## config.mk

```make
export PLATFORM = sky130hd
export DESIGN_NAME = layer_scheduler
export DESIGN_NICKNAME = d
export VERILOG_FILES = /design/src/rtl/layer_scheduler.sv
export SDC_FILE = /design/constraint.sdc
export NUM_CORES = 1
export LEC_CHECK = 0
export CORE_ASPECT_RATIO = 1.2
export CORE_MARGIN = 5
export CORE_UTILIZATION = 46
export DETAILED_ROUTE_END_ITERATION = 8
export PLACE_DENSITY = 0.89
export SYNTH_ARGS = -nofsm -noshare
export SYNTH_HDL_FRONTEND = slang
export SYNTH_SLANG_ARGS = --single-unit
```

## constraint.sdc

```tcl
create_clock -name clk -period 1.8 [get_ports clk]
set_clock_uncertainty 0.1 [all_clocks]
set_input_delay 0.27 -clock clk [delete_from_list [all_inputs] [get_ports clk]]
set_output_delay 0.27 -clock clk [all_outputs]
set_load 0.02 [all_outputs]
```

## src/rtl/layer_scheduler.sv

```systemverilog
// -----------------------------------------------------------------------------
// layer_scheduler
//
// Sequences a two-layer convolution engine. One start request runs every
// output channel of layer 1 and then every output channel of layer 2. Each
// channel goes through the same steps:
//   LOAD  - one cycle that loads the bias/coefficients for out_c
//   CONV  - convolution results are stored to consecutive addresses
//           0..CHANNEL_SIZE
//   POOL  - pooling runs until the datapath reports pool_done
//   NEXT  - one cycle that selects the next channel or layer, or finishes
// A final FIN cycle raises done for one cycle and then returns to IDLE.
//
// Ports
//   clk         sole clock, rising edge
//   rst         asynchronous, active-low reset
//   start       single-cycle request; honoured only in IDLE
//   conv_valid  datapath has a convolution result this cycle (used in CONV)
//   pool_done   datapath finished pooling this channel (used in POOL)
//   busy        high in LOAD, CONV, POOL and NEXT
//   done        single-cycle pulse in FIN
//   layer_sel   0 = layer 1, 1 = layer 2
//   c_load      single-cycle coefficient load strobe (LOAD)
//   conv        convolution enable level (CONV)
//   store       feature-map write strobe, equal to conv_valid while in CONV
//   pool        pooling enable level (POOL)
//   cout_done   single-cycle pulse when the channel's pooling completes
//   out_c       current output-channel index
//   w_addr      feature-map write address
//   state_dbg   current FSM state encoding, for observation only
//
// Handshake: conv_valid and pool_done are one-cycle qualifiers with no
// back-pressure. A cycle with conv_valid=1 in CONV is exactly one store, and
// a cycle with pool_done=1 in POOL ends pooling. Either input outside its own
// state is ignored. In CONV, pool_done is ignored even when it arrives
// together with conv_valid.
// -----------------------------------------------------------------------------
module layer_scheduler #(
    parameter int unsigned CHANNEL_SIZE = 783,
    parameter int unsigned OC_L1        = 7,
    parameter int unsigned OC_L2        = 7
) (
    input  logic       clk,
    input  logic       rst,
    input  logic       start,
    input  logic       conv_valid,
    input  logic       pool_done,
    output logic       busy,
    output logic       done,
    output logic       layer_sel,
    output logic       c_load,
    output logic       conv,
    output logic       store,
    output logic       pool,
    output logic       cout_done,
    output logic [3:0] out_c,
    output logic [9:0] w_addr,
    output logic [2:0] state_dbg
);

    localparam logic [9:0] LAST_ADDR = 10'(CHANNEL_SIZE);
    localparam logic [3:0] LAST_L1   = 4'(OC_L1);
    localparam logic [3:0] LAST_L2   = 4'(OC_L2);

    typedef enum logic [2:0] {
        S_IDLE = 3'd0,
        S_LOAD = 3'd1,
        S_CONV = 3'd2,
        S_POOL = 3'd3,
        S_NEXT = 3'd4,
        S_FIN  = 3'd5
    } state_t;

    state_t     state_q, state_d;
    logic       layer_sel_q, layer_sel_d;
    logic [3:0] out_c_q, out_c_d;
    logic [9:0] w_addr_q, w_addr_d;
    logic [3:0] last_oc;

    // State and counter registers. Reset returns everything to zero at once,
    // so an interrupted sequence leaves no trace and never pulses done.
    always_ff @(posedge clk or negedge rst) begin
        if (!rst) begin
            state_q     <= S_IDLE;
            layer_sel_q <= 1'b0;
            out_c_q     <= 4'd0;
            w_addr_q    <= 10'd0;
        end else begin
            state_q     <= state_d;
            layer_sel_q <= layer_sel_d;
            out_c_q     <= out_c_d;
            w_addr_q    <= w_addr_d;
        end
    end

    // Last channel index of whichever layer is active.
    assign last_oc = layer_sel_q ? LAST_L2 : LAST_L1;

    // Next-state, counter updates and decoded outputs.
    always_comb begin
        state_d     = state_q;
        layer_sel_d = layer_sel_q;
        out_c_d     = out_c_q;
        w_addr_d    = w_addr_q;
        busy        = 1'b0;
        done        = 1'b0;
        c_load      = 1'b0;
        conv        = 1'b0;
        store       = 1'b0;
        pool        = 1'b0;
        cout_done   = 1'b0;

        case (state_q)
            S_IDLE: begin
                // layer_sel/out_c from the previous run are held here until
                // a new start clears them.
                if (start) begin
                    state_d     = S_LOAD;
                    layer_sel_d = 1'b0;
                    out_c_d     = 4'd0;
                    w_addr_d    = 10'd0;
                end
            end

            S_LOAD: begin
                busy    = 1'b1;
                c_load  = 1'b1;
                state_d = S_CONV;
            end

            S_CONV: begin
                busy  = 1'b1;
                conv  = 1'b1;
                store = conv_valid;
                if (conv_valid) begin
                    // The write at LAST_ADDR is the channel's last. The
                    // address wraps to zero here and nowhere else.
                    if (w_addr_q == LAST_ADDR) begin
                        w_addr_d = 10'd0;
                        state_d  = S_POOL;
                    end else begin
                        w_addr_d = w_addr_q + 10'd1;
                    end
                end
            end

            S_POOL: begin
                busy = 1'b1;
                pool = 1'b1;
                if (pool_done) begin
                    cout_done = 1'b1;
                    state_d   = S_NEXT;
                end
            end

            S_NEXT: begin
                busy = 1'b1;
                if (out_c_q < last_oc) begin
                    out_c_d = out_c_q + 4'd1;
                    state_d = S_LOAD;
                end else if (!layer_sel_q) begin
                    layer_sel_d = 1'b1;
                    out_c_d     = 4'd0;
                    state_d     = S_LOAD;
                end else begin
                    state_d = S_FIN;
                end
            end

            S_FIN: begin
                done    = 1'b1;
                state_d = S_IDLE;
            end

            default: begin
                state_d = S_IDLE;
            end
        endcase
    end

    assign layer_sel = layer_sel_q;
    assign out_c     = out_c_q;
    assign w_addr    = w_addr_q;
    assign state_dbg = state_q;

endmodule

```

==> results of run 1 <==
## routing by layer
layer	track usage	vias up
li1	-	502
met1	0.212	498
met2	0.344	25
met3	0.0412	2
met4	0.0766	0
met5	0	-
## power breakdown
part | total (mW) | internal (mW) | leakage, nW | switching, mW
Combinational | 1.10 | 0.524 | 0.539 | 0.579
Sequential | 0.547 | 0.468 | 0.244 | 0.0783
Clock | 0.248 | 0.123 | 0.0210 | 0.125
## stage by stage
stage / hold slack (ps) / setup TNS (ps) / cells / area (sq um)
detailed placement: 432 / -787 / 186 / 1490
finish: 210 / 0 / 191 / 1560
global placement: 414 / -441 / 186 / 1490
global route: 219 / -36.0 / 191 / 1560
floorplan: -126 / 0 / 110 / 1020
CTS: 213 / -35.3 / 191 / 1520
## Yosys cell counts, drive strengths merged, types with 2 or more instances
cell and instances:
o21ai 5, xnor2 7, nand4 3, nor4 5, nand2 11, and3 4
nor3b 3, a21oi 6, dfrtp 18, nand3 5, clkbuf 4, nor2 13
ha 2, nor3 3, inv 4
## final timing paths
check | start | endpoint | slack [ps]
max | w_addr[9]$_DFFE_PN0P_ | w_addr[9] | 50
min | rst | w_addr[5]$_DFFE_PN0P_ | 210
max reg2reg | state_dbg[2]$_DFFE_PN0P_ | w_addr[8]$_DFFE_PN0P_ | 70
min reg2reg | w_addr[0]$_DFFE_PN0P_ | w_addr[0]$_DFFE_PN0P_ | 440
max in group asynchronous | rst | state_dbg[1]$_DFFE_PN0P_ | 1180
min in group clk | w_addr[0]$_DFFE_PN0P_ | w_addr[0]$_DFFE_PN0P_ | 440
## layout by cell type, fill, tap and decap left out, types with 2 or more instances in the layout
cell type | synthesis | final
xnor2_1 | 7 | 7
clkbuf_4 | 0 | 3
buf_2 | 0 | 6
a21oi_1 | 5 | 5
buf_4 | 1 | 25
and3_1 | 4 | 4
o21ai_0 | 4 | 4
ha_1 | 2 | 2
nor2_1 | 13 | 12
nor4_2 | 0 | 4
clkdlybuf4s50_1 | 0 | 12
nand4_1 | 3 | 3
nand2_1 | 11 | 11
inv_1 | 4 | 4
dlymetal6s2s_1 | 0 | 6
nand3_1 | 5 | 5
nor3b_1 | 3 | 3
dfrtp_1 | 18 | 17
nor3_1 | 3 | 3
dlygate4sd2_1 | 0 | 3
## area by class of cell
cell class | count | area share
well taps | 30 | 0.0241
multi-input cells | 83 | 0.371
inverters | 4 | 0.00964
repair buffers | 52 | 0.282
flip-flops and latches | 18 | 0.290
clock buffers | 4 | 0.0233
## kinds of logic (layout without fill, tap and decap cells)
group                      after synthesis  after routing
buffers and inverters                    9             60
xor gates and xnor gates                 7              7
muxes                                    1              1
AOI/OAI and AO/OA                       20             20
adders and majority gates                2              2
DFF                                     18             18
and+or+nand+nor                         53             53
## state kept, by name (all words and copies together), names as in the netlist
register / flops
layer_sel: 1
state_dbg: 3
out_c: 4
w_addr: 10
## repair_timing
item	4_1_cts	5_1_grt
resized for setup	33	20
setup endpoints to repair	16	19
buffers inserted	1	0
pin swaps	0	1
==> impl_metrics.toml, run 1 <==
[yosys]
ys_ff_latch = 18
synth_mux_area_frac = 0.0135
synth_compound_area_frac = 0.141
netlist_instances = 110
synth_xor_area_frac = 0.0603
synth_top_family_by_area = "simple AND/OR/NAND/NOR gates"
synth_nets = 117
yosys_warnings = 0
synth_area_sq_um = 1020
yosys.area.top_type_share = 0.443
ys.flop_type = "dfrtp_1"
async_flop_share = 1.00
synth_fa_ha_area_frac = 0.0246
synth_cell_types = 34
synthSimpleGateAreaFrac = 0.280
netlist_top_cells_area = "dfrtp_1 (44%), xnor2_1 (6.0%), nor2_1 (4.8%), nand2_1 (4.1%), nor4_1 (3.1%)"
ys_seq_area_frac = 0.443
yosysTopAreaCell = "dfrtp_1"
synth_edf_count = 0
syn_area_per_cell_sq_um = 9.25

[timing]
min_period_over_period = 0.973
maxSlewHeadroom = 0.666
drv_slew = 0
max_freq_mhz = 571
worst_slack_ps = 48.4
rsz0062_at_grt = "yes"
finalCriticalPeriod_ps = 1750
tightestPinTransition_ps = 496
setup_violations = 0
hold_viol = 0

[final_layout]
multi_input_area_sq_um = 578
ff_latch_area_sq_um = 452
fill_cells = 162
fin_nets = 169
syn_to_final_growth_pct = 53.1
fin_util = 0.744
drive_gt1_frac = 0.304
diodes = 0

[place]
pre_cts_ws_ps = -127
gp_congestion = 0.910
io_buffer_count = 29
hpwl_um = 2120

[setup_path]
crit_path_end_kind = "output pin"
crit_chain = "clkdlybuf4s50_1"
cp.depth = 1
cpMaxStageDelayCell = "clkdlybuf4s50_1"
worstPathRequired_ps = 1430
worstSetupPathType = "reg -> out"
crit_path_start_kind = "flop"
cp_max_fo = 3
critical_path.top_delay_family = "buffers and inverters"
path_buf_inv = 1
reg2reg_depth = 6
crit_arrival_ps = 1380
critical_path.max_stage_delay_ps = 640

[power_and_ir_drop]
total_power_mw = 1.90
vdd_ir_drop_max_uv = 858
power.density_nw_per_um2 = 1220
p_leak_nw = 0.804

[die]
ioPinCount = 30
fp.dieArea_sq_um = 3260
die_h_um = 61.5
start_util = 0.486
rows = 18
die-width_um = 52.9
core_sq_um = 2090

[global_route]
antenna_found_initial = 0
grt_start_max_net_pins = 19
grt_overflow = 0
track_usage = 0.189
grt_pass1_wl_um = 4570
grt_pass1_vias = 1050

[detailed_routing]
drc = 0
avgRoutedWirePerCell_um = 14.5
top_layer = "met4"
route.layer.met1.wl_um = 1100
firstDrtPassIters = 4
avgViaCountPerCell = 5.38
via_count = 1027
wirelength_um = 2770
ant_nets = 0
drtIter0Drc = 10
met2_length_um = 1540
wl_met3_um = 117

[cts]
cts-hold-fix-buffers = 0
numClockSinks = 18
cts.path.max_buffers = 2
clock_latency_ps = 290
clkSlewWorstSetupHoldPaths_ps = 100
numCtsBuffers = 3
htreeDepth = 1
cts_tree = "yes"
cts.root.buffer_cell = "clkbuf_4"

[worst_hold_path]
hold_path.class = "in -> async"

[run_status]
status = "finished clean"

[run]
maxCapViolations = 0
Note: power is estimated with default switching activity, not from simulation.
==> inputs of run 2 (changes only) <==
CORE_UTILIZATION = 47   (was 46)
DONT_BUFFER_PORTS = 1   (was not set)
PLACE_DENSITY = 0.73   (was 0.89)
==> impl_metrics.toml, run 2 (synthesis gave the netlist of run 1 again) <==
[die]
die-width_um = 52.5
ioPinCount = 30
core_sq_um = 2070
start_util = 0.491
fp.dieArea_sq_um = 3200
die_h_um = 61.0
rows = 18

[timing]
tns_ps = 0
tightestPinTransition_ps = 824
setup_violations = 0
worst_slack_ps = 55.3
maxSlewHeadroom = 0.449
drv_slew = 0
rsz0062_at_grt = "no"
min_period_over_period = 0.969
hold_viol = 0
finalCriticalPeriod_ps = 1740
max_freq_mhz = 573

[detailed_routing]
drc = 0
drtIter0Drc = 18
via_count = 941
avgRoutedWirePerCell_um = 15.0
ant_nets = 0
wirelength_um = 2440
avgViaCountPerCell = 5.77
firstDrtPassIters = 4

[place]
gp_congestion = 0.802
pre_cts_ws_ps = 119
place_inst = 154
io_buffer_count = 0
hpwl_um = 1880

[final_layout]
layout_commonest_cell = "buf_4"
syn_to_final_growth_pct = 25.2
ff_latch_area_sq_um = 452
drive_gt1_frac = 0.286
largest_reg_flops = 10
final_cell_mix = "buf_4 (21), dfrtp_1 (17), nor2_1 (12)"
stdcell_count = 163
fin_nets = 141
diodes = 0
fin_util = 0.615
fill_cells = 179
multi_input_area_sq_um = 544

[global_route]
grt_overflow = 0
grt_pass1_vias = 951
track_usage = 0.174
grt_pass1_wl_um = 4160
grt_start_max_net_pins = 19
antenna_found_initial = 0

[run]
maxCapViolations = 0

[setup_path]
rrSetupSlack_ps = 90
worstPathRequired_ps = 1430
worstSetupPathType = "reg -> out"
r2r_start = "state_dbg[0]$_DFFE_PN0P_"
crit_path_end_kind = "output pin"
crit_arrival_ps = 1370
r2r_end = "w_addr[6]$_DFFE_PN0P_"
cp_max_fo = 6
crit_path_start_kind = "flop"
reg2reg_depth = 5

[cts]
cts.root.buffer_cell = "clkbuf_4"
cts_tree = "yes"
htreeDepth = 1
numCtsBuffers = 3
clock_latency_ps = 290
cts.path.max_buffers = 2
numClockSinks = 18
clkSlewWorstSetupHoldPaths_ps = 100

[worst_hold_path]
hold_depth = 3
hold_start = "start"
hold_path.class = "in -> reg"
min_to = "layer_sel$_DFFE_PN0P_"

[power_and_ir_drop]
p_leak_nw = 0.579
vdd_ir_drop_max_uv = 811
total_power_mw = 1.67
power.density_nw_per_um2 = 1310

[run_status]
status = "finished clean"
[run 2: changes by cell type in the layout (fill, tap and decap cells not counted), moves of 2 or more]
cell             before  now
inv_1                 4    2
nor4_2                4    0
nor4_1                1    5
dlygate4sd2_1         3    0
buf_4                25   21
dlygate4sd3_1         0    2
clkdlybuf4s50_1      12    0
buf_2                 6    0
inv_2                 0    2
dlymetal6s2s_1        6    0
[run 2: worst max path at each step]
| stage | end | depth (start not counted) | start | slack [ps] |
|---|---|---|---|---|
| floorplan | w_addr[8]$_DFFE_PN0P_ | 5 | state_dbg[1]$_DFFE_PN0P_ | 9 |
| global placement | w_addr[8]$_DFFE_PN0P_ | 5 | state_dbg[0]$_DFFE_PN0P_ | 170 |
| detailed placement | w_addr[6]$_DFFE_PN0P_ | 5 | state_dbg[1]$_DFFE_PN0P_ | 120 |
| CTS | cout_done | 4 | state_dbg[2]$_DFFE_PN0P_ | 0.5 |
| global route | busy | 4 | state_dbg[1]$_DFFE_PN0P_ | 4 |
| finish | busy | 4 | state_dbg[1]$_DFFE_PN0P_ | 60 |
[run 2: worst max-delay path, stage by stage, from the launching register on]
cell and delay [ps]:
dfrtp_2 460, buf_4 190, nor2_4 130, xnor2_1 140
buf_4 160
[run 2: report_power, final]
part / switching (mW) / internal, mW
Clock: 0.127 / 0.123
Combinational: 0.525 / 0.359
Sequential: 0.0658 / 0.468
Total: 0.717 / 0.950
[run 2: area by class of cell]
| type | instances | share of cell area |
|---|---|---|
| repair buffers | 24 | 0.148 |
| multi-input cells | 83 | 0.427 |
| inverters | 4 | 0.0118 |
| well taps | 30 | 0.0295 |
| clock buffers | 4 | 0.0285 |
| flip-flops and latches | 18 | 0.355 |
[run 2: layer usage]
layer | share of wire | vias to the layer above | wire length [um] | global-route usage
met5 | 0 | - | 0 | 0
met4 | 0.0057 | 0 | 14 | 0.0693
met3 | 0.082 | 2 | 200 | 0.0590
met2 | 0.56 | 37 | 1350 | 0.332
met1 | 0.36 | 459 | 868 | 0.169
li1 | - | 443 | - | -
[run 2: through the flow]
| step | hold slack, ps | area, sq um |
|---|---|---|
| 2_1_floorplan | -126 | 1020 |
| 3_3_place_gp | -125 | 1170 |
| 3_5_place_dp | -125 | 1170 |
| 4_1_cts | 76.5 | 1240 |
| 5_1_grt | 81.4 | 1270 |
| 6_report | 80.1 | 1270 |
[run 2: timing repair]
item,4_1_cts,5_1_grt
setup endpoints to repair,3,4
hold buffers,2,0
resized for setup,4,5
pin swaps,0,1
hold endpoints to repair,19,0
buffers inserted,0,3
==> inputs of run 3 (changes only) <==
SKIP_CTS_REPAIR_TIMING = 1   (was not set)
==> impl_metrics.toml, run 3 (synthesis gave the netlist of run 1 again) <==
[cts]
numClockSinks = 18
cts_tree = "yes"
cts.path.max_buffers = 2
cts.root.buffer_cell = "clkbuf_4"
htreeDepth = 1
numCtsBuffers = 3
clock_latency_ps = 290
clkSlewWorstSetupHoldPaths_ps = 100

[place]
place_inst = 154
gp_congestion = 0.802
hpwl_um = 1880
io_buffer_count = 0
placed_area_sq_um = 1170

[timing]
max_freq_mhz = 576
drv_slew = 0
tns_ps = 0
hold_viol = 0
rsz0062_at_grt = "no"
setup_violations = 0
min_period_over_period = 0.964
tightestPinTransition_ps = 809
finalCriticalPeriod_ps = 1740
maxSlewHeadroom = 0.459

[final_layout]
layout_commonest_cell = "buf_4"
fill_cells = 181
fin_util = 0.607
fin_nets = 139
diodes = 0
fin_area_sq_um = 1260
drive_gt1_frac = 0.275
syn_to_final_growth_pct = 23.7
stdcell_count = 161
largest_reg_flops = 10
final_cell_mix = "buf_4 (19), dfrtp_1 (17), nor2_1 (12)"

[global_route]
antenna_found_initial = 0
track_usage = 0.170
grt_start_max_net_pins = 19
grt_pass1_wl_um = 4060
grt_overflow = 0
grt_pass1_vias = 929

[die]
ioPinCount = 30
die-width_um = 52.5
die_h_um = 61.0
rows = 18
core_sq_um = 2070
fp.dieArea_sq_um = 3200
start_util = 0.491

[worst_hold_path]
hold_path.class = "in -> reg"

[power_and_ir_drop]
power.density_nw_per_um2 = 1300
vdd_ir_drop_max_uv = 740
p_leak_nw = 0.569

[setup_path]
r2r_end = "w_addr[6]$_DFFE_PN0P_"
critical_path.max_stage_delay_ps = 460
critical_path.endpoint = "busy"
r2r_start = "state_dbg[0]$_DFFE_PN0P_"
worstPathRequired_ps = 1430
worstSetupPathType = "reg -> out"
reg2reg_depth = 5
crit_arrival_ps = 1370
cp.depth = 4
crit_path_end_kind = "output pin"
cpMaxStageDelayCell = "dfrtp_2"
cp_max_fo = 6
rrSetupSlack_ps = 110
crit_chain = "buf_6 > nor2_4 > xnor2_1 > buf_4"
critical_path.top_delay_family = "flip-flops"
crit_start = "state_dbg[1]$_DFFE_PN0P_"
path_buf_inv = 2
crit_path_start_kind = "flop"

[detailed_routing]
wirelength_um = 2420
via_count = 924
drtIter0Drc = 12
avgRoutedWirePerCell_um = 15.0
ant_nets = 0
drc = 0
firstDrtPassIters = 4
avgViaCountPerCell = 5.74

[run_status]
status = "finished clean"

[run]
maxCapViolations = 0
-- run 3: layer usage --
metal | vias up | track usage | routed length (um)
li1 | 438 | - | -
met5 | - | 0 | 0
met4 | 0 | 0.0693 | 14
met2 | 31 | 0.324 | 1340
met3 | 2 | 0.0590 | 192
met1 | 453 | 0.163 | 874
-- run 3: worst reg2reg max path, cell delays in order (launching register included) --
cell,delay (ps)
dfrtp_1,420
or3b_1,470
a41oi_2,280
nor2_1,70
buf_4,160
nor2_1,110
-- run 3: how the worst min path moves through the flow --
stage	start	to	slack, ps	depth (start not counted)
3_3_place_gp	rst	w_addr[3]$_DFFE_PN0P_	-130	0
6_report	start	layer_sel$_DFFE_PN0P_	80	3
4_1_cts	rst	w_addr[7]$_DFFE_PN0P_	-460	0
3_5_place_dp	rst	w_addr[3]$_DFFE_PN0P_	-130	0
2_1_floorplan	rst	layer_sel$_DFFE_PN0P_	-130	0
5_1_grt	pool_done	state_dbg[1]$_DFFE_PN0P_	80	2
-- run 3: metrics by stage --
stage	hold slack [ps]	worst slack (ps)	total power [mW]
2_1_floorplan	-126	8.95	1.09
3_3_place_gp	-125	168	1.32
3_5_place_dp	-125	119	1.34
6_report	80.2	64.6	1.64
5_1_grt	81.4	1.93	1.75
4_1_cts	-456	-116	1.59
-- run 3: cell type report --
| cell class | count | area (sq um) | share of cell area |
|---|---|---|---|
| well taps | 30 | 37.5 | 0.0298 |
| inverters | 4 | 15.0 | 0.0119 |
| repair buffers | 22 | 174 | 0.138 |
| clock buffers | 4 | 36.3 | 0.0288 |
| multi-input cells | 83 | 544 | 0.432 |
| flip-flops and latches | 18 | 452 | 0.359 |
-- run 3: report_power, final --
part | internal [mW] | total [mW] | switching (mW)
Clock | 0.123 | 0.249 | 0.126
Sequential | 0.468 | 0.535 | 0.0664
Combinational | 0.336 | 0.853 | 0.517
